==> src/rtl/mult_bus_pkg.sv <==
// Shared definitions for the shift-add multiplier bus master:
// FSM state codes, multiplier func codes and fixed phase lengths.
package mult_bus_pkg;

    // FSM state encoding, kept as plain constants for legacy tools.
    typedef logic [3:0] state_t;
    localparam state_t ST_IDLE      = 4'd0;
    localparam state_t ST_WR_M      = 4'd1;
    localparam state_t ST_WR_Q      = 4'd2;
    localparam state_t ST_GAP       = 4'd3;
    localparam state_t ST_START     = 4'd4;
    localparam state_t ST_WAIT_BUSY = 4'd5;
    localparam state_t ST_WAIT_DONE = 4'd6;
    localparam state_t ST_RD_LO     = 4'd7;
    localparam state_t ST_RD_HI     = 4'd8;
    localparam state_t ST_DONE      = 4'd9;

    // Multiplier func pin codes. FUNC_RD_LO doubles as the harmless idle code.
    typedef enum logic [1:0] {
        FUNC_LD_M  = 2'b00,
        FUNC_LD_Q  = 2'b01,
        FUNC_RD_LO = 2'b10,
        FUNC_RD_HI = 2'b11
    } func_t;

    // Bus cycles spent on each register write and each product read.
    localparam int WR_CYCLES = 2;
    localparam int RD_CYCLES = 2;

    // Larger of two integers, used to size the shared cycle timer.
    function automatic int max2(input int a, input int b);
        return (a > b) ? a : b;
    endfunction

endpackage

==> src/rtl/mult_bus_master_cycle_timer.sv <==
// Loadable down-counter with a done flag. Loading value V makes done
// assert on the (V+1)-th cycle after the load edge, so a state that loads
// len-1 on entry and leaves on done lasts exactly len cycles.
module cycle_timer #(
    parameter int W = 16
) (
    input  logic         clk,
    input  logic         reset,
    input  logic         load,
    input  logic [W-1:0] value,
    output logic         done
);

    logic [W-1:0] cnt;

    // Count down from the loaded value and park at zero.
    always_ff @(posedge clk) begin
        // NOTE: sequential state uses non-blocking assignments so every
        // register samples its inputs from before the clock edge.
        if (reset) begin
            cnt <= '0;
        end else if (load) begin
            cnt <= value;
        end else if (cnt != '0) begin
            cnt <= cnt - W'(1);
        end
    end

    assign done = (cnt == '0);

endmodule

==> src/rtl/mult_bus_master.sv <==
// Bus master for the shift-add multiplier: takes an operand pair, writes
// M and Q over the shared bus, presses start, waits for completion, reads
// the product back and offers it on a valid/ready result port.
// Optional build macro: MULT_SELFCHECK_EN adds a check_fail output that
// flags a read-back product differing from a locally computed a*b.
module mult_bus_master
    import mult_bus_pkg::*;
#(
    parameter int n          = 8,
    parameter int START_HOLD = 3330,
    parameter int TIMEOUT    = 65535
) (
    input  logic           clk,
    input  logic           reset,
    input  logic           op_valid,
    output logic           op_ready,
    input  logic [n-1:0]   op_a,
    input  logic [n-1:0]   op_b,
    output logic           res_valid,
    input  logic           res_ready,
    output logic [2*n-1:0] res_p,
    output logic           res_err,
    output logic           start_n,
    output logic [1:0]     func,
    output logic           oe,
    input  logic           mul_ready,
    input  logic [n-1:0]   bus_in,
    output logic [n-1:0]   bus_out,
    output logic           bus_drive
`ifdef MULT_SELFCHECK_EN
    ,
    output logic           check_fail
`endif
);

    localparam int TW = $clog2(max2(max2(START_HOLD, TIMEOUT), WR_CYCLES) + 1);

    state_t         state, state_next;
    logic           armed;
    logic [n-1:0]   a_r, b_r;
    logic           tmr_load;
    logic [TW-1:0]  tmr_val;
    logic           tmr_done;
    logic           accept;
    logic           timed_out;

    cycle_timer #(.W(TW)) u_timer (
        .clk   (clk),
        .reset (reset),
        .load  (tmr_load),
        .value (tmr_val),
        .done  (tmr_done)
    );

    // Next-state logic and timer reloads on entry to each timed state.
    always_comb begin
        // NOTE: every signal gets a default before the case so no path can
        // leave it unassigned and infer a latch.
        state_next = state;
        tmr_load   = 1'b0;
        tmr_val    = '0;
        accept     = 1'b0;
        timed_out  = 1'b0;
        case (state)
            ST_IDLE: begin
                if (armed && op_valid) begin
                    accept     = 1'b1;
                    state_next = ST_WR_M;
                    tmr_load   = 1'b1;
                    tmr_val    = TW'(WR_CYCLES - 1);
                end
            end
            ST_WR_M: begin
                if (tmr_done) begin
                    state_next = ST_WR_Q;
                    tmr_load   = 1'b1;
                    tmr_val    = TW'(WR_CYCLES - 1);
                end
            end
            ST_WR_Q: begin
                if (tmr_done) state_next = ST_GAP;
            end
            ST_GAP: begin
                state_next = ST_START;
                tmr_load   = 1'b1;
                tmr_val    = TW'(START_HOLD - 1);
            end
            ST_START: begin
                if (tmr_done) begin
                    state_next = ST_WAIT_BUSY;
                    tmr_load   = 1'b1;
                    tmr_val    = TW'(TIMEOUT - 1);
                end
            end
            ST_WAIT_BUSY: begin
                if (!mul_ready) begin
                    state_next = ST_WAIT_DONE;
                    tmr_load   = 1'b1;
                    tmr_val    = TW'(TIMEOUT - 1);
                end else if (tmr_done) begin
                    timed_out  = 1'b1;
                    state_next = ST_DONE;
                end
            end
            ST_WAIT_DONE: begin
                if (mul_ready) begin
                    state_next = ST_RD_LO;
                    tmr_load   = 1'b1;
                    tmr_val    = TW'(RD_CYCLES - 1);
                end else if (tmr_done) begin
                    timed_out  = 1'b1;
                    state_next = ST_DONE;
                end
            end
            ST_RD_LO: begin
                if (tmr_done) begin
                    state_next = ST_RD_HI;
                    tmr_load   = 1'b1;
                    tmr_val    = TW'(RD_CYCLES - 1);
                end
            end
            ST_RD_HI: begin
                if (tmr_done) state_next = ST_DONE;
            end
            ST_DONE: begin
                if (res_ready) state_next = ST_IDLE;
            end
            default: state_next = ST_IDLE;
        endcase
    end

    // Pin decode from the current state; anything not listed shows the idle code.
    always_comb begin
        op_ready  = armed && (state == ST_IDLE);
        res_valid = (state == ST_DONE);
        start_n   = (state != ST_START);
        func      = FUNC_RD_LO;
        oe        = 1'b0;
        bus_out   = '0;
        bus_drive = 1'b0;
        case (state)
            ST_WR_M: begin
                func      = FUNC_LD_M;
                bus_out   = a_r;
                bus_drive = 1'b1;
            end
            ST_WR_Q: begin
                func      = FUNC_LD_Q;
                bus_out   = b_r;
                bus_drive = 1'b1;
            end
            ST_RD_LO: oe = 1'b1;
            ST_RD_HI: begin
                func = FUNC_RD_HI;
                oe   = 1'b1;
            end
            default: ;
        endcase
    end

    // State, operand capture and result registers; reset drops any operation in flight.
    always_ff @(posedge clk) begin
        if (reset) begin
            state   <= ST_IDLE;
            armed   <= 1'b0;
            a_r     <= '0;
            b_r     <= '0;
            res_p   <= '0;
            res_err <= 1'b0;
        end else begin
            state <= state_next;
            armed <= 1'b1;
            if (accept) begin
                a_r <= op_a;
                b_r <= op_b;
            end
            if (timed_out) begin
                res_err <= 1'b1;
                res_p   <= '0;
            end
            // Sample on the last read cycle so the multiplier's output has settled.
            if (state == ST_RD_LO && tmr_done) res_p[n-1:0]   <= bus_in;
            if (state == ST_RD_HI && tmr_done) res_p[2*n-1:n] <= bus_in;
            if (state == ST_DONE && res_ready) res_err <= 1'b0;
        end
    end

`ifdef MULT_SELFCHECK_EN
    logic [2*n-1:0] expect_p;

    // Reference product of the captured operands.
    always_ff @(posedge clk) begin
        if (reset) expect_p <= '0;
        else       expect_p <= {{n{1'b0}}, a_r} * {{n{1'b0}}, b_r};
    end

    // A timed-out result carries no product, so it is never flagged.
    assign check_fail = (state == ST_DONE) && !res_err && (res_p != expect_p);
`endif

endmodule

==> config.mk <==
export PLATFORM = sky130hd
export DESIGN_NAME = mult_bus_master
export DESIGN_NICKNAME = d
export VERILOG_FILES = /design/src/rtl/mult_bus_pkg.sv /design/src/rtl/mult_bus_master_cycle_timer.sv /design/src/rtl/mult_bus_master.sv
export SDC_FILE = /design/constraint.sdc
export NUM_CORES = 1
export LEC_CHECK = 0
export ABC_AREA = 1
export BUFFER_PORTS_ARGS = -buffer_cell sky130_fd_sc_hd__buf_4
export CAP_MARGIN = 20
export CORE_UTILIZATION = 50
export DETAILED_ROUTE_END_ITERATION = 8
export HOLD_SLACK_MARGIN = 0.02
export PLACE_DENSITY = 0.74
export SLEW_MARGIN = 0
export SYNTH_ARGS = -nofsm -noshare
export SYNTH_HDL_FRONTEND = slang
export SYNTH_SLANG_ARGS = --single-unit
==> constraint.sdc <==
create_clock -name clk -period 2.5 [get_ports clk]
set_input_delay 0.5 -clock clk [delete_from_list [all_inputs] [get_ports clk]]
set_output_delay 0.5 -clock clk [all_outputs]
set_load 0.05 [all_outputs]
==> out/metrics.cfg, run 1 <==
[status]
status=complete, no violations

[routing]
drt_iter0_markers=118
routedWlPerCell_um=11.8
drt_first_pass_iters=4
viasPerCell=4.99
drcViolationCount=0
routed_wl_um=6760
antenna_left=0
via_count=2861

[power]
ir_worst_vdd_uv=674
p_leak_nw=1.69
p_per_area_nw_per_um2=1160

[timing]
min_period_ns=2.20
tightest_slew_ns=0.510
rsz0062_at_grt=false
final_max_slew_viol_count=0
final_hold_viol_count=0
setup_viol_count_final=0
fin_hold_ws_ns=0.445
finalClockSkew_ns=0.00869
fmax_mhz=454
fin_setup_tns_ns=0
relSlewSlack_pct=66.0
period_share_pct=88.1

[critical_path]
worst_path_most_repeated_cell=inv_1
cp-start-kind=flip-flop
crit_path_end_kind=output port
max_stage_delay_ns=0.47
criticalPathCategory=reg2out
arrival_ns=1.70
crit_fanout=11
worst_path_max_delay_cell=dfxtp_1
crit_path_cell_trace=inv_2, nand2_2, nor2_1, inv_1, nand2_1, inv_1, buf_4
required_ns=2.00

[floorplan]
die_h_um=78.5
boundaryPins=61
start_util_pct=52.5
fp-row-count=27
dieArea_um2=6170
die_w_um=78.5
fp.coreArea_um2=5570

[hold_path]
hold_class=in2reg

[global_route]
antenna_found_initial=0
overflow=0
grt_pass1_wl_um=11300
grt_pass1_vias=2625
track_usage_pct=22.8
grt_start_max_net_pins=33

[layout]
fin_cells=573
syn_to_final_growth_pct=19.7
drive_above_1_share_pct=21.0
regArea_um2=1080
multiInputGateArea_um2=1540
fillers=536
finalNetCount=531
antenna_cells=0

[clock_network]
cts_root_buf=clkbuf_8
cts_buffers=5
cts_hold_buf=0
clock_latency_ns=0.31
post_cts_buffers=0
clkTransAtPathRegs_ns=0.09
cts_resized=0
clockBufferDepth=2
cts_sinks=54
h-tree-depth=2
tritoncts=done

[placement]
dp_cells=565
portBuffers=60
place_hpwl_um=5110
gp_congestion=0.905

[logic_synthesis]
ys_async_sr_fraction_pct=0
synth_area_um2=2930
ys_types=34
synth_common_cells=104 x nand2_1, 59 x nor2_1, 56 x inv_1
syn_inst=444
synth_edf_count=0
syn_avg_cell_area_um2=6.60
synth.net_count=475
synth_seq_cells=54
yosysSeqAreaShare_pct=36.9
synth_most_common_cell=nand2_1
yosys-top-cells-area=dfxtp_1 37%, nand2_1 13%, nor2_1 7.6%
yosysTopAreaCell=dfxtp_1
ys.flop_type=dfxtp_1
ys_warn_count=0
synth_top_cell_area_share_pct=36.9

[run]
cap_violations=0

## kinds of logic (layout without fill, tap and decap cells)
family / count (synthesis) / in the layout / synth area share, %
simple gates: 242 / 242 / 38.2
buf+inv: 74 / 131 / 10.4
compound gates: 65 / 65 / 11.6
flops: 54 / 54 / 36.9
xor+xnor: 7 / 7 / 2.09
fa+ha+maj: 2 / 2 / 0.854
## path summary, 6_finish.rpt
kind	from	end	slack (ns)	depth (start not counted)
hold reg to reg	b_r[7]	b_r[7]	0.46	2
hold / removal	res_ready	res_err	0.44	4
setup / recovery	state[2]	func[1]	0.30	7
setup reg to reg	u_timer.cnt[0]	u_timer.cnt[13]	0.61	11
## sequential cells by signal, indices dropped and copies added (netlist names)
register,count
res_err,1
res_p,16
state,4
armed,1
u_timer.cnt,16
b_r,8
a_r,8
## through the flow
| step | setup WS (ns) | total power [mW] | instance area, um2 | util (%) |
|---|---|---|---|---|
| finish | 0.298 | 4.06 | 3510 | 62.9 |
| detailed placement | 0.639 | 3.57 | 3410 | 61.2 |
| CTS | 0.318 | 4.08 | 3510 | 62.9 |
| floorplan | 0.337 | 3.09 | 2930 | - |
| global placement | 0.711 | 3.52 | 3410 | 61.2 |
| global route | 0.160 | 4.45 | 3510 | 62.9 |
## report_power, final
group          switching (mW)  internal, mW  total [mW]
sequential              0.133          1.04        1.17
clock                   0.279         0.223       0.502
combinational            1.57         0.820        2.39
## critical path: cells and delay by family (launching register included)
| family | cells | cell delay [ns] |
|---|---|---|
| buffers and inverters | 4 | 0.60 |
| DFF | 1 | 0.47 |
| and+or+nand+nor | 3 | 0.33 |
## per-layer routing
metal	share of wire [%]	GRT usage, %
met3	2.6	3.95
met4	1.8	8.15
met1	49	29.4
met5	0	0
met2	47	38.0
## placed cells by master (no fill, tap or decap)
| cell | instances |
|---|---|
| a21oi_1 | 36 |
| xor2_1 | 4 |
| ha_1 | 2 |
| clkinv_2 | 2 |
| nand2_4 | 4 |
| o21ai_2 | 1 |
| o21ai_0 | 19 |
| clkbuf_8 | 6 |
| nand3_4 | 1 |
| dfxtp_1 | 54 |
| nor2_4 | 2 |
| and2_1 | 1 |
| nor4_1 | 1 |
| inv_1 | 56 |
| o22ai_1 | 8 |
| nand2_1 | 104 |
| nand3b_1 | 2 |
| clkinvlp_4 | 1 |
| nor2_1 | 59 |
| nor3_1 | 3 |
| nand3_2 | 2 |
| nand2_2 | 8 |
| buf_4 | 61 |
| nor3b_1 | 1 |
| clkinv_4 | 1 |
| o21ai_1 | 1 |
| nor2_8 | 1 |
| nor2_2 | 11 |
| nand4_1 | 2 |
| inv_2 | 4 |
| xnor2_1 | 3 |
| nand3_1 | 40 |
## final cells by class
class                   count  share of cell area (%)
clock buffers               6                    2.35
clock inverters             2                   0.357
inverters                  62                    6.81
multi-input cells         316                    44.0
flip-flops and latches     54                    30.8
well taps                  72                    2.57
repair buffers             61                    13.1
No activity file was read; power rests on OpenSTA's default activity.
==> inputs of run 2 (changes only) <==
==> constraint.sdc (replaced) <==
create_clock -name clk -period 2.45 [get_ports clk]
set_input_delay 0.49 -clock clk [delete_from_list [all_inputs] [get_ports clk]]
set_output_delay 0.49 -clock clk [all_outputs]
set_load 0.05 [all_outputs]
==> run 2 against run 1 <==
Net effect: sequential power hardly changed; via count is 0.10% higher; highest routed layer unchanged; final area stayed put; non-clock buffer count stayed put; clock power is 2% higher; register-to-register slack worse by 0.04 ns; clock skew is 0.0015 ns higher; first-iteration DRC count is 7.6% higher; sequential cell count stayed put; core utilization stayed put; die area stayed put.
==> out/metrics.cfg, run 2 (synthesized netlist as in run 1, its figures left out) <==
[status]
status=complete, no violations

[layout]
antenna_cells=0  ; unchanged
syn_to_final_growth_pct=19.7  ; unchanged
finalNetCount=531  ; unchanged
reg_top3=res_p: 16 flops, u_timer.cnt: 16 flops
final_util_pct=62.9  ; unchanged
final_common_cell=nand2_1
layout_common_cells=104 x nand2_1, 61 x buf_4, 59 x nor2_1
design_area_um2=3510  ; unchanged
fin_cells=573  ; unchanged
drive_above_1_share_pct=21.0  ; unchanged

[clock_network]
cts_hold_buf=0  ; unchanged
clock_latency_ns=0.30  ; about the same
h-tree-depth=2  ; unchanged
cts_sinks=54  ; unchanged
cts_resized=0  ; unchanged
post_cts_buffers=0  ; unchanged
clkTransAtPathRegs_ns=0.10  ; about the same
cts_buffers=5  ; unchanged
cts_root_buf=clkbuf_8
tritoncts=done
clockBufferDepth=2  ; unchanged

[timing]
fmax_mhz=464
min_period_ns=2.15
fin_setup_tns_ns=0  ; unchanged
final_max_slew_viol_count=0  ; unchanged
finalWorstSetupSlack_ns=0.296  ; -0.00195 ns
tightest_slew_ns=0.514  ; +0.00411 ns
finalClockSkew_ns=0.0102  ; +0.00151 ns
relSlewSlack_pct=65.7  ; -0.27 points
setup_viol_count_final=0  ; unchanged
fin_hold_ws_ns=0.432  ; -0.0122 ns
rsz0062_at_grt=false
final_hold_viol_count=0  ; unchanged
period_share_pct=87.9

[placement]
dp_cells=565  ; unchanged
portBuffers=60  ; unchanged
place_hpwl_um=5150  ; +0.74%
place_ws_ns=0.589  ; -0.0499 ns
gp_congestion=0.889  ; -1.8%
placed_cell_area_um2=3410  ; unchanged

[floorplan]
die_w_um=78.5  ; unchanged
dieArea_um2=6170  ; unchanged
fp.coreArea_um2=5570  ; unchanged
die_h_um=78.5  ; unchanged
boundaryPins=61  ; unchanged
start_util_pct=52.5  ; unchanged
fp-row-count=27  ; unchanged

[routing]
routed_wl_um=6800  ; +0.64%
antenna_left=0  ; unchanged
drt_first_pass_iters=4  ; unchanged
via_count=2864  ; +0.10%
drt_iter0_markers=127  ; +7.6%
routedWlPerCell_um=11.9  ; +0.64%
viasPerCell=5.00  ; +0.10%
drcViolationCount=0  ; unchanged

[critical_path]
arrival_ns=1.66  ; -0.04 ns
crit_path_cell_trace=inv_2, nand2_2, nor2_1, inv_1, nand2_1, inv_1, buf_4
max_stage_delay_ns=0.45  ; -0.02 ns
worst_path_most_repeated_cell=inv_1
crit_fanout=11  ; unchanged
worst_path_max_delay_cell=dfxtp_1
crit_path_end_kind=output port
criticalPathCategory=reg2out
cp-start-kind=flip-flop
required_ns=1.96  ; -0.04 ns

[global_route]
antenna_found_initial=0  ; unchanged
grt_pass1_vias=2670  ; +1.7%
grt_pass1_wl_um=11600  ; +2.0%
overflow=0  ; unchanged
grt_start_max_net_pins=33  ; unchanged
track_usage_pct=23.5  ; +0.63 points

[run]
cap_violations=0  ; unchanged

[power]
p_leak_nw=1.69  ; unchanged
ir_worst_vdd_uv=612  ; -9.2%
p_total_mw=4.14  ; +1.8%
p_per_area_nw_per_um2=1180  ; +1.8%

[hold_path]
hold_class=in2reg

run 2: cell counts in the layout (fill, tap and decap cells not counted):
No cell type changed its count.
run 2: cell type report:
cell class / count / area, um2
flip-flops and latches: 54 / 1080
inverters: 62 / 239
clock buffers: 6 / 82.6
multi-input cells: 316 / 1540
repair buffers: 61 / 458
fillers: 551 / 2070
clock inverters: 2 / 12.5
well taps: 72 / 90.1
run 2: power breakdown:
part	total, mW	internal (mW)	switching [mW]
Clock	0.510	0.228	0.282
Combinational	2.43	0.837	1.60
Sequential	1.20	1.06	0.137
run 2: worst paths after layout:
check / startpoint / to / slack, ns / depth (start not counted)
hold / removal: res_ready / res_err / 0.43 / 4
setup / recovery: state[2] / func[1] / 0.30 / 7
setup reg to reg: u_timer.cnt[0] / u_timer.cnt[13] / 0.57 / 11
hold reg to reg: res_err / res_err / 0.46 / 2
run 2: critical path, delay by kind of cell (launching register included):
family / cells / cell delay [ns]
buffers and inverters: 4 / 0.58
flip-flops: 1 / 0.45
AND/OR/NAND/NOR: 3 / 0.32
run 2: routing by layer:
layer	routed length (um)	global-route usage, %	up-vias
met3	223	3.84	12
met4	114	8.52	0
li1	-	-	1518
met1	3220	29.9	1285
met2	3250	39.7	49
met5	0	0	-
==> inputs of run 3 (changes only) <==
--- a/config.mk
+++ b/config.mk
@@ -15,4 +15,5 @@
 export SLEW_MARGIN = 0
 export SYNTH_ARGS = -nofsm -noshare
 export SYNTH_HDL_FRONTEND = slang
+export SYNTH_HIERARCHICAL = 1
 export SYNTH_SLANG_ARGS = --single-unit
==> run 3 against run 2 <==
Net effect: clock power is 15% higher; sequential share of layout area is 0.36 points lower; via count is 2.0% lower; sequential cell count stayed put; synthesized cell count is 3.2% lower; total power is 10% lower; combinational power is 19% lower; clock skew is 0.0019 ns lower; die area is 1.5% lower; final cell count is 1.2% lower; synthesized area is 1.6% lower; routed wire length is 2.2% lower; critical path type unchanged; largest power group unchanged.
==> out/metrics.cfg, run 3 <==
[critical_path]
reg2reg_to=u_timer/cnt[13]
required_ns=1.96  ; about the same
crit_fanout=10  ; -1
criticalPathCategory=reg2out
r2r_start=u_timer/cnt[0]
critPathLaunch=state[1]
crit_path_end_kind=output port
r2r_setup_slack_ns=0.24  ; -0.33 ns
arrival_ns=1.72  ; +0.06 ns
crit_end=bus_out[0]
ff2ff_path_depth=16  ; +5
cp-start-kind=flip-flop

[layout]
layout_common_cells=118 x nand2_1, 65 x buf_4, 54 x dfxtp_1
finalNetCount=523  ; -1.5%
fillers=506  ; -8.2%
regArea_um2=1080  ; unchanged
multiInputGateArea_um2=1550  ; +0.24%
reg_top3=res_p: 16 flops, u_timer/cnt: 16 flops
drive_above_1_share_pct=22.1  ; +1.1 points
syn_to_final_growth_pct=23.1
antenna_cells=0  ; unchanged
final_common_cell=nand2_1
fin_cells=566  ; -1.2%

[global_route]
antenna_found_initial=0  ; unchanged
grt_pass1_wl_um=11200  ; -3.0%
grt_pass1_vias=2486  ; -6.9%
track_usage_pct=22.7  ; -0.76 points
overflow=0  ; unchanged
grt_start_max_net_pins=38  ; +15%

[timing]
fmax_mhz=452  ; -2.6%
final_max_slew_viol_count=0  ; unchanged
min_period_ns=2.21  ; +0.0565 ns
tightest_slew_ns=0.417  ; -0.0965 ns
setup_viol_count_final=0  ; unchanged
finalClockSkew_ns=0.00826  ; -0.00194 ns
rsz0062_at_grt=false
relSlewSlack_pct=72.1  ; +6.4 points
fin_hold_ws_ns=0.455  ; +0.0229 ns
fin_setup_tns_ns=0  ; unchanged
final_hold_viol_count=0  ; unchanged
period_share_pct=90.2  ; +2.3 points

[power]
ir_worst_vdd_uv=523  ; -14%
p_total_mw=3.71  ; -10%
p_per_area_nw_per_um2=1040  ; -11%
p_leak_nw=1.69  ; about the same

[floorplan]
die_w_um=77.9  ; -0.78%
die_h_um=77.9  ; -0.78%
fp.coreArea_um2=5540  ; -0.61%
boundaryPins=61  ; unchanged
fp-row-count=27  ; unchanged
start_util_pct=52.0  ; -0.52 points
dieArea_um2=6070  ; -1.5%

[clock_network]
h-tree-depth=2  ; unchanged
cts_sinks=54  ; unchanged
cts_buffers=5  ; unchanged
clkTransAtPathRegs_ns=0.09  ; about the same
clockBufferDepth=2  ; unchanged
clock_latency_ns=0.30  ; about the same
post_cts_buffers=0  ; unchanged
cts_root_buf=clkbuf_8
tritoncts=done

[routing]
wl_met2_um=3110  ; -4.3%
viasPerCell=4.96  ; -0.74%
via_count=2808  ; -2.0%
drt_iter0_markers=119  ; -6.3%
met3_length_um=268  ; +20%
routed_wl_um=6650  ; -2.2%
antenna_left=0  ; unchanged
drt_first_pass_iters=4  ; unchanged
routedWlPerCell_um=11.8  ; -1.0%
m1WireLength_um=3240  ; +0.53%
routed.top_layer=met4
drcViolationCount=0  ; unchanged

[logic_synthesis]
synth.net_count=460  ; -3.2%
yosysTopAreaCell=dfxtp_1
ys_types=30  ; -12%
synth_top_cell_area_share_pct=37.5  ; +0.59 points
synth_most_common_cell=nand2_1
ys_warn_count=6  ; +6
yosysSeqAreaShare_pct=37.5  ; +0.59 points
synth_common_cells=118 x nand2_1, 54 x dfxtp_1, 53 x inv_1
syn_avg_cell_area_um2=6.70  ; +1.6%
synth_area_um2=2880  ; -1.6%
ys_async_sr_fraction_pct=0  ; unchanged
syn_inst=430  ; -3.2%
synth_edf_count=0  ; unchanged
ys.flop_type=dfxtp_1
yosys-top-cells-area=dfxtp_1 38%, nand2_1 15%, a21oi_1 7.1%
synth_seq_cells=54  ; unchanged

[placement]
portBuffers=60  ; unchanged
place_hpwl_um=4960  ; -3.8%
dp_cells=558  ; -1.2%
gp_congestion=0.926  ; +4.1%

[status]
status=complete, no violations

[run]
cap_violations=0  ; unchanged

[hold_path]
hold_class=in2reg

-- run 3: how the worst min path moves through the flow --
stage	cells past startpoint	slack, ns	start	to
after floorplan	2	0.43	b_r[0]	b_r[0]
after global placement	2	0.44	a_r[1]	a_r[1]
after detailed placement	2	0.45	a_r[3]	a_r[3]
after CTS	3	0.45	bus_in[0]	res_p[0]
after global routing	3	0.44	bus_in[0]	res_p[0]
final	3	0.46	bus_in[0]	res_p[8]
-- run 3: logic make-up (layout without fill, tap and decap cells) --
kind of cell / count (synthesis) / in the layout / share of synthesized area, %
XOR/XNOR: 7 / 7 / 2.39
AO/OA/AOI/OAI: 79 / 79 / 14.5
adder cells (fa/ha/maj): 1 / 1 / 0.434
AND/OR/NAND/NOR: 221 / 221 / 36.2
flip-flops: 54 / 54 / 37.5
buffers and inverters: 68 / 132 / 9.03
-- run 3: layout make-up --
cell class	instances	area share (%)
Multi-Input combinational cell	308	43.6
Sequential cell	54	30.5
Timing Repair Buffer	66	14.1
Inverter	58	6.21
Tap cell	72	2.54
Clock buffer	6	2.05
Clock inverter	2	1.06
-- run 3: worst max-delay path: stages (launching register included) --
cell and delay [ns]:
dfxtp_1 0.46, inv_1 0.10, nor2_2 0.20, nand2_2 0.19, o22ai_1 0.23, buf_4 0.23
-- run 3: layer usage --
| metal | up-vias | global-route usage (%) |
|---|---|---|
| met5 | - | 0 |
| met4 | 0 | 4.44 |
| met3 | 4 | 3.76 |
| met2 | 69 | 37.3 |
| met1 | 1251 | 31.4 |
| li1 | 1484 | - |
-- run 3: repair_timing --
action / 4_1_cts / 5_1_grt
hold buffers: 0 / 0
resized for setup: 0 / 4
setup endpoints to repair: 0 / 13
-- run 3: per-stage QoR --
step	area (um2)	worst slack, ns	util [%]
floorplan	2890	0.00960	-
global placement	3430	0.244	61.9
detailed placement	3430	0.162	61.9
CTS	3540	0.139	63.9
global route	3550	0.0135	64.0
finish	3550	0.240	64.0
-- run 3: report_power, final --
part / internal, mW / leakage [nW] / switching [mW] / total, mW
Sequential: 1.03 / 0.441 / 0.135 / 1.16
Combinational: 0.673 / 1.20 / 1.28 / 1.96
Clock: 0.305 / 0.0514 / 0.282 / 0.588
